### config.mk
export PLATFORM = sky130hd
export DESIGN_NAME = or_unit_rr_sched
export DESIGN_NICKNAME = d
export VERILOG_FILES = /design/src/rtl/or_sched_pkg.sv /design/src/rtl/rr_arbiter.sv /design/src/rtl/or_unit_rr_sched.sv
export SDC_FILE = /design/constraint.sdc
export NUM_CORES = 1
export LEC_CHECK = 0
export BUFFER_PORTS_ARGS = -buffer_cell sky130_fd_sc_hd__buf_2
export CORE_MARGIN = 2
export CORE_UTILIZATION = 45
export DETAILED_ROUTE_END_ITERATION = 8
export HOLD_SLACK_MARGIN = 0.08
export PLACE_DENSITY = 0.76
export REMOVE_ABC_BUFFERS = 1
export SLEW_MARGIN = 0
export SYNTH_ARGS = -nofsm -noshare
export SYNTH_HDL_FRONTEND = slang
export SYNTH_SLANG_ARGS = --single-unit
### constraint.sdc
create_clock -name clk -period 3.58 [get_ports clk]
set_input_delay 0.358 -clock clk [delete_from_list [all_inputs] [get_ports clk]]
set_output_delay 0.358 -clock clk [all_outputs]
set_load 0.005 [all_outputs]
### src/rtl/or_sched_pkg.sv
// Shared types and helpers for the round-robin OR scheduler.
package or_sched_pkg;

  typedef enum logic {IDLE, RESP} sched_state_t;

  localparam int unsigned DEF_DATA_W = 8;

  // True when the low `width` bits of value are all ones.
  function automatic logic all_ones(input logic [63:0] value, input int unsigned width);
    logic [63:0] mask;
    mask = (width >= 64) ? '1 : ((64'd1 << width) - 64'd1);
    return (value & mask) == mask;
  endfunction

endpackage

### src/rtl/rr_arbiter.sv
// Wrap-around priority search: starts after last_grant, or at index 0 when fixed_prio is set.
module rr_arbiter #(
  parameter int unsigned NUM_REQ = 4
) (
  input  logic [NUM_REQ-1:0]         req,
  input  logic [$clog2(NUM_REQ)-1:0] last_grant,
  input  logic                       fixed_prio,
  output logic [NUM_REQ-1:0]         grant_onehot,
  output logic [$clog2(NUM_REQ)-1:0] grant_idx,
  output logic                       any_grant
);

  localparam int unsigned IDX_W = $clog2(NUM_REQ);

  always_comb begin : search
    int unsigned idx;
    grant_onehot = '0;
    grant_idx    = '0;
    any_grant    = 1'b0;
    idx          = 0;
    for (int unsigned k = 0; k < NUM_REQ; k++) begin
      idx = fixed_prio ? k : (32'(last_grant) + 32'd1 + k) % NUM_REQ;
      if (!any_grant && req[idx]) begin
        any_grant         = 1'b1;
        grant_onehot[idx] = 1'b1;
        grant_idx         = IDX_W'(idx);
      end
    end
  end

endmodule

### src/rtl/or_unit_rr_sched.sv
// Shares one registered OR datapath among NUM_REQ requesters with a tagged result stream.
// Define OR_SCHED_FIXED_PRIO_EN for fixed lowest-index-wins priority instead of round-robin.
module or_unit_rr_sched
  import or_sched_pkg::*;
#(
  parameter int unsigned NUM_REQ = 4,
  parameter int unsigned DATA_W  = DEF_DATA_W,
  parameter int unsigned CNT_W   = 16
) (
  input  logic                       clk,
  input  logic                       rst,
  input  logic [NUM_REQ-1:0]         req_valid,
  output logic [NUM_REQ-1:0]         req_ready,
  input  logic [NUM_REQ*DATA_W-1:0]  req_a,
  input  logic [NUM_REQ*DATA_W-1:0]  req_b,
  output logic                       res_valid,
  input  logic                       res_ready,
  output logic [DATA_W-1:0]          res_data,
  output logic [$clog2(NUM_REQ)-1:0] res_id,
  output logic                       sat_evt,
  output logic [CNT_W-1:0]           sat_cnt
);

  localparam int unsigned ID_W = $clog2(NUM_REQ);

`ifdef OR_SCHED_FIXED_PRIO_EN
  localparam logic FixedPrio = 1'b1;
`else
  localparam logic FixedPrio = 1'b0;
`endif

  sched_state_t      state_q, state_d;
  logic [ID_W-1:0]   last_grant_q, last_grant_d;
  logic              res_valid_q, res_valid_d;
  logic [DATA_W-1:0] res_data_q, res_data_d;
  logic [ID_W-1:0]   res_id_q, res_id_d;
  logic              sat_evt_q, sat_evt_d;
  logic [CNT_W-1:0]  sat_cnt_q, sat_cnt_d;

  logic [NUM_REQ-1:0] grant_onehot;
  logic [ID_W-1:0]    grant_idx;
  logic               any_grant;
  logic               grant;
  logic [DATA_W-1:0]  sel_a, sel_b;
  logic               sat_now;

  rr_arbiter #(
    .NUM_REQ (NUM_REQ)
  ) u_arb (
    .req          (req_valid),
    .last_grant   (last_grant_q),
    .fixed_prio   (FixedPrio),
    .grant_onehot (grant_onehot),
    .grant_idx    (grant_idx),
    .any_grant    (any_grant)
  );

  // No transfer is accepted during reset since its result would be discarded.
  assign grant     = !rst && any_grant && ((state_q == IDLE) || res_ready);
  assign req_ready = grant ? grant_onehot : '0;

  always_comb begin
    sel_a = '0;
    sel_b = '0;
    for (int unsigned i = 0; i < NUM_REQ; i++) begin
      if (grant_onehot[i]) begin
        sel_a = sel_a | req_a[i*DATA_W +: DATA_W];
        sel_b = sel_b | req_b[i*DATA_W +: DATA_W];
      end
    end
  end

  assign sat_now = all_ones(64'(sel_a), DATA_W) || all_ones(64'(sel_b), DATA_W);

  always_comb begin
    state_d      = state_q;
    last_grant_d = last_grant_q;
    res_valid_d  = res_valid_q;
    res_data_d   = res_data_q;
    res_id_d     = res_id_q;
    sat_evt_d    = 1'b0;
    sat_cnt_d    = sat_cnt_q;
    if (grant) begin
      state_d     = RESP;
      res_valid_d = 1'b1;
      res_data_d  = sel_a | sel_b;
      res_id_d    = grant_idx;
      sat_evt_d   = sat_now;
      if (!FixedPrio) last_grant_d = grant_idx;
      if (sat_now && (sat_cnt_q != '1)) sat_cnt_d = sat_cnt_q + 1'b1;
    end else if (state_q == RESP && res_ready) begin
      state_d     = IDLE;
      res_valid_d = 1'b0;
    end
  end

  always_ff @(posedge clk) begin
    if (rst) begin
      state_q      <= IDLE;
      last_grant_q <= ID_W'(NUM_REQ - 1);
      res_valid_q  <= 1'b0;
      res_data_q   <= '0;
      res_id_q     <= '0;
      sat_evt_q    <= 1'b0;
      sat_cnt_q    <= '0;
    end else begin
      state_q      <= state_d;
      last_grant_q <= last_grant_d;
      res_valid_q  <= res_valid_d;
      res_data_q   <= res_data_d;
      res_id_q     <= res_id_d;
      sat_evt_q    <= sat_evt_d;
      sat_cnt_q    <= sat_cnt_d;
    end
  end

  assign res_valid = res_valid_q;
  assign res_data  = res_data_q;
  assign res_id    = res_id_q;
  assign sat_evt   = sat_evt_q;
  assign sat_cnt   = sat_cnt_q;

endmodule

==> impl_metrics.csv <==
group,metric,value,unit
status,status,"complete, no violations",
timing,slew_headroom,48.0,%
worst_setup_path,timing.rr.end,"sat_cnt[13]$_SDFFE_PP0P_",
final_layout,fill_cells,466,
drt,drtIter0Drc,225,
worst_hold_path,holdPathEnd,"res_valid$_SDFFE_PP0P_",
floorplanning,initial_core_util,46.7,%
worst_setup_path,endpoint_kind,"register",
synthesis,syn_area,2570,sq um
synthesis,async_flop_share,0,%
synthesis,synth_most_common_cell,"o21ai_0",
pwr,pwr_density_cell,737,nW/um^2
floorplanning,rows,27,
drt,first_pass_iters,5,
timing,whs,0.395,ns
worst_setup_path,r2r_cells,15,
clock_network,cts.clk_slew.worst_paths,0.06,ns
worst_setup_path,critPathKind,"register to register",
floorplanning,fp.coreArea,5510,sq um
worst_setup_path,r2r_start,"last_grant_q[1]$_SDFFE_PP1P_",
synthesis,synth_area_leader_cell,"dfxtp_1",
synthesis,ys_types,52,
drt,ant_nets,0,
synthesis,ys_seq_area_share,23.3,%
floorplanning,ios,103,
synthesis,yosysWarnings,0,
global_routing,grt_pass1_vias,2892,
clock_network,clock_latency,0.28,ns
synthesis,syn_inst,333,
timing,finalSetupViolCount,0,
synthesis,synth_edf_count,0,
final_layout,design_area,3680,sq um
clock_network,numCtsBuffers,5,
drt,wire_per_inst,16.9,um
global_routing,grt_max_degree,23,
placed_design,dp_hpwl,6.34,mm
synthesis,postSynthAreaPerCell,7.73,sq um
final_layout,nets,544,
pwr,vdd_drop_max,0.000384,V
timing,post-route-min-period,3.55,ns
global_routing,gr-total-overflow,0,
timing,slew_viol_final,0,
final_layout,fin_util,66.9,%
floorplanning,die_w,79.6,um
final_layout,antennaDiodeCount,0,
final_layout,final_cell_count_no_fill,539,
timing,rsz0062_at_grt,"true",
clock_network,clock_path_buffers,2,
worst_setup_path,regToRegSetupSlack,0.03,ns
timing,max_freq,282,MHz
global_routing,grt_antenna_before_repair,0,
clock_network,cts-htree-levels,2,
final_layout,final_layout_size_suffix_gt1_share,41.1,%
final_layout,sequential_cell_area,602,sq um
clock_network,cts_sinks,30,
placed_design,io_buffers,102,
timing,post-route-period-util,99.1,%
worst_setup_path,start_kind,"register",
final_layout,synthToLayoutAreaGrowth,43.2,%
clock_network,cts_tree,"yes",
floorplanning,dieArea,6340,sq um
synthesis,synth-seq-cells,30,
worst_setup_path,crit_fanout,8,
synthesis,synth_ff_type,"dfxtp_1",
floorplanning,die_h,79.6,um
run,drv_cap,0,
worst_setup_path,arrival,3.77,ns
worst_setup_path,critical_path_required,3.80,ns
timing,worst-slew-pin-transition,0.780,ns
placed_design,gp_congestion,0.992,
worst_hold_path,hold_depth,4,
placed_design,dp.cells,516,
clock_network,hold_buffers,0,
worst_hold_path,hold_path_class,"primary input to register",
synthesis,ys_top_cells_by_area,"dfxtp_1, o21ai_0, o31ai_1",
global_routing,grt_use_total,26.2,%
synthesis,synth_top_area_share,23.3,%
clock_network,root_buffer,"clkbuf_8",
synthesis,synthTopCellsByCount,"o21ai_0, a21oi_1, dfxtp_1, nor2_1, o31ai_1",
placed_design,place_area,3340,sq um
drt,vias,3292,
final_layout,multi_input_area,1870,sq um
pwr,total_leakage_power,1.60,nW
drt,drc,0,
drt,drt_wl_total,9.10,mm
timing,hold_viol_final,0,
global_routing,grt_pass1_wl,13.4,mm
drt,routed_via_density,6.11,
timing,finClkSkew,0.00240,ns
worst_hold_path,min-delay-start,"res_ready",
==> layout by cell type, fill, tap and decap left out, types with 3 or more instances in the layout <==
cell type	count
dfxtp_1	29
inv_1	10
nand2_1	12
clkbuf_8	6
o21ai_1	11
ha_1	5
nor2_1	24
nand3_1	9
a21boi_0	15
or4_1	3
buf_4	41
mux2_1	3
buf_12	3
buf_2	102
nor2b_1	3
nor3_1	13
a21o_1	3
mux2_2	4
or4_4	5
a21oi_1	26
nand4_1	9
o21ai_0	27
o31ai_1	24
nand4b_1	17
a21oi_2	4
or3_1	6
buf_6	5
==> stage by stage <==
step	setup TNS (ns)	setup WS, ns	power [mW]
after floorplan	-10.92	-0.829	1.50
after global placement	-0.0584	-0.0584	2.19
after detailed placement	-0.575	-0.0951	2.21
after CTS	0	0.00258	2.51
after global routing	-0.539	-0.0757	2.91
final	0	0.0330	2.72
==> sequential cells by signal (all words and copies together) (netlist names) <==
name	flops
res_id	2
last_grant_q	2
res_valid	1
sat_evt	1
sat_cnt	16
res_data	8
==> worst max-delay path, stage by stage (launching register included) <==
cell	delay, ns
dfxtp_2	0.33
inv_2	0.04
buf_4	0.13
ha_4	0.17
or2_4	0.23
or4_4	0.57
a211oi_4	0.27
buf_6	0.16
clkbuf_16	0.14
o21ai_1	0.06
nand4b_1	0.15
nand4_1	0.15
o22a_4	0.29
buf_6	0.15
or4_1	0.50
a21oi_1	0.13
==> cells by family after synthesis <==
| logic type | after synthesis | share of synthesized area [%] |
|---|---|---|
| AO/OA/AOI/OAI | 129 | 33.3 |
| XOR/XNOR | 1 | 0.341 |
| adder cells (fa/ha/maj) | 7 | 3.40 |
| buffers and inverters | 38 | 6.95 |
| flip-flops | 30 | 23.3 |
| multiplexers | 13 | 6.71 |
| AND/OR/NAND/NOR | 115 | 26.0 |
==> area by class of cell <==
class                   count  share of cell area (%)
repair buffers            153                    26.7
well taps                  72                    2.45
clock inverters             1                   0.136
multi-input cells         265                    50.9
inverters                  11                    1.12
flip-flops and latches     30                    16.3
clock buffers               7                    2.34
==> timing repair <==
action,4_1_cts,5_1_grt
gates cloned,0,2
resized for setup,2,32
buffers inserted,0,13
endpoints found under the setup margin,8,12
pin swaps,0,34
==> how the worst max path moves through the flow <==
| stage | startpoint | endpoint | slack [ns] | cells after the start |
|---|---|---|---|---|
| 2_1_floorplan | last_grant_q[0]$_SDFFE_PP1P_ | sat_cnt[10]$_SDFFE_PP0P_ | -0.83 | 11 |
| 3_3_place_gp | last_grant_q[0]$_SDFFE_PP1P_ | sat_cnt[10]$_SDFFE_PP0P_ | -0.06 | 9 |
| 3_5_place_dp | last_grant_q[0]$_SDFFE_PP1P_ | sat_cnt[10]$_SDFFE_PP0P_ | -0.1 | 9 |
| 4_1_cts | last_grant_q[0]$_SDFFE_PP1P_ | sat_cnt[10]$_SDFFE_PP0P_ | 0.003 | 12 |
| 5_1_grt | last_grant_q[1]$_SDFFE_PP1P_ | sat_cnt[10]$_SDFFE_PP0P_ | -0.08 | 14 |
| 6_report | last_grant_q[1]$_SDFFE_PP1P_ | sat_cnt[13]$_SDFFE_PP0P_ | 0.03 | 15 |
==> metal layers <==
layer	global-route usage [%]	share of wire (%)
met4	10.3	2.2
met1	34.5	42
met3	4.07	8.2
met2	42.6	48
met5	0	0
==> power breakdown <==
part / leakage [nW] / internal [mW] / switching [mW]
combinational: 1.31 / 0.937 / 1.05
clock: 0.0482 / 0.155 / 0.124
sequential: 0.246 / 0.405 / 0.0466
total: 1.60 / 1.50 / 1.22
Note: power is estimated with default switching activity, not from simulation.
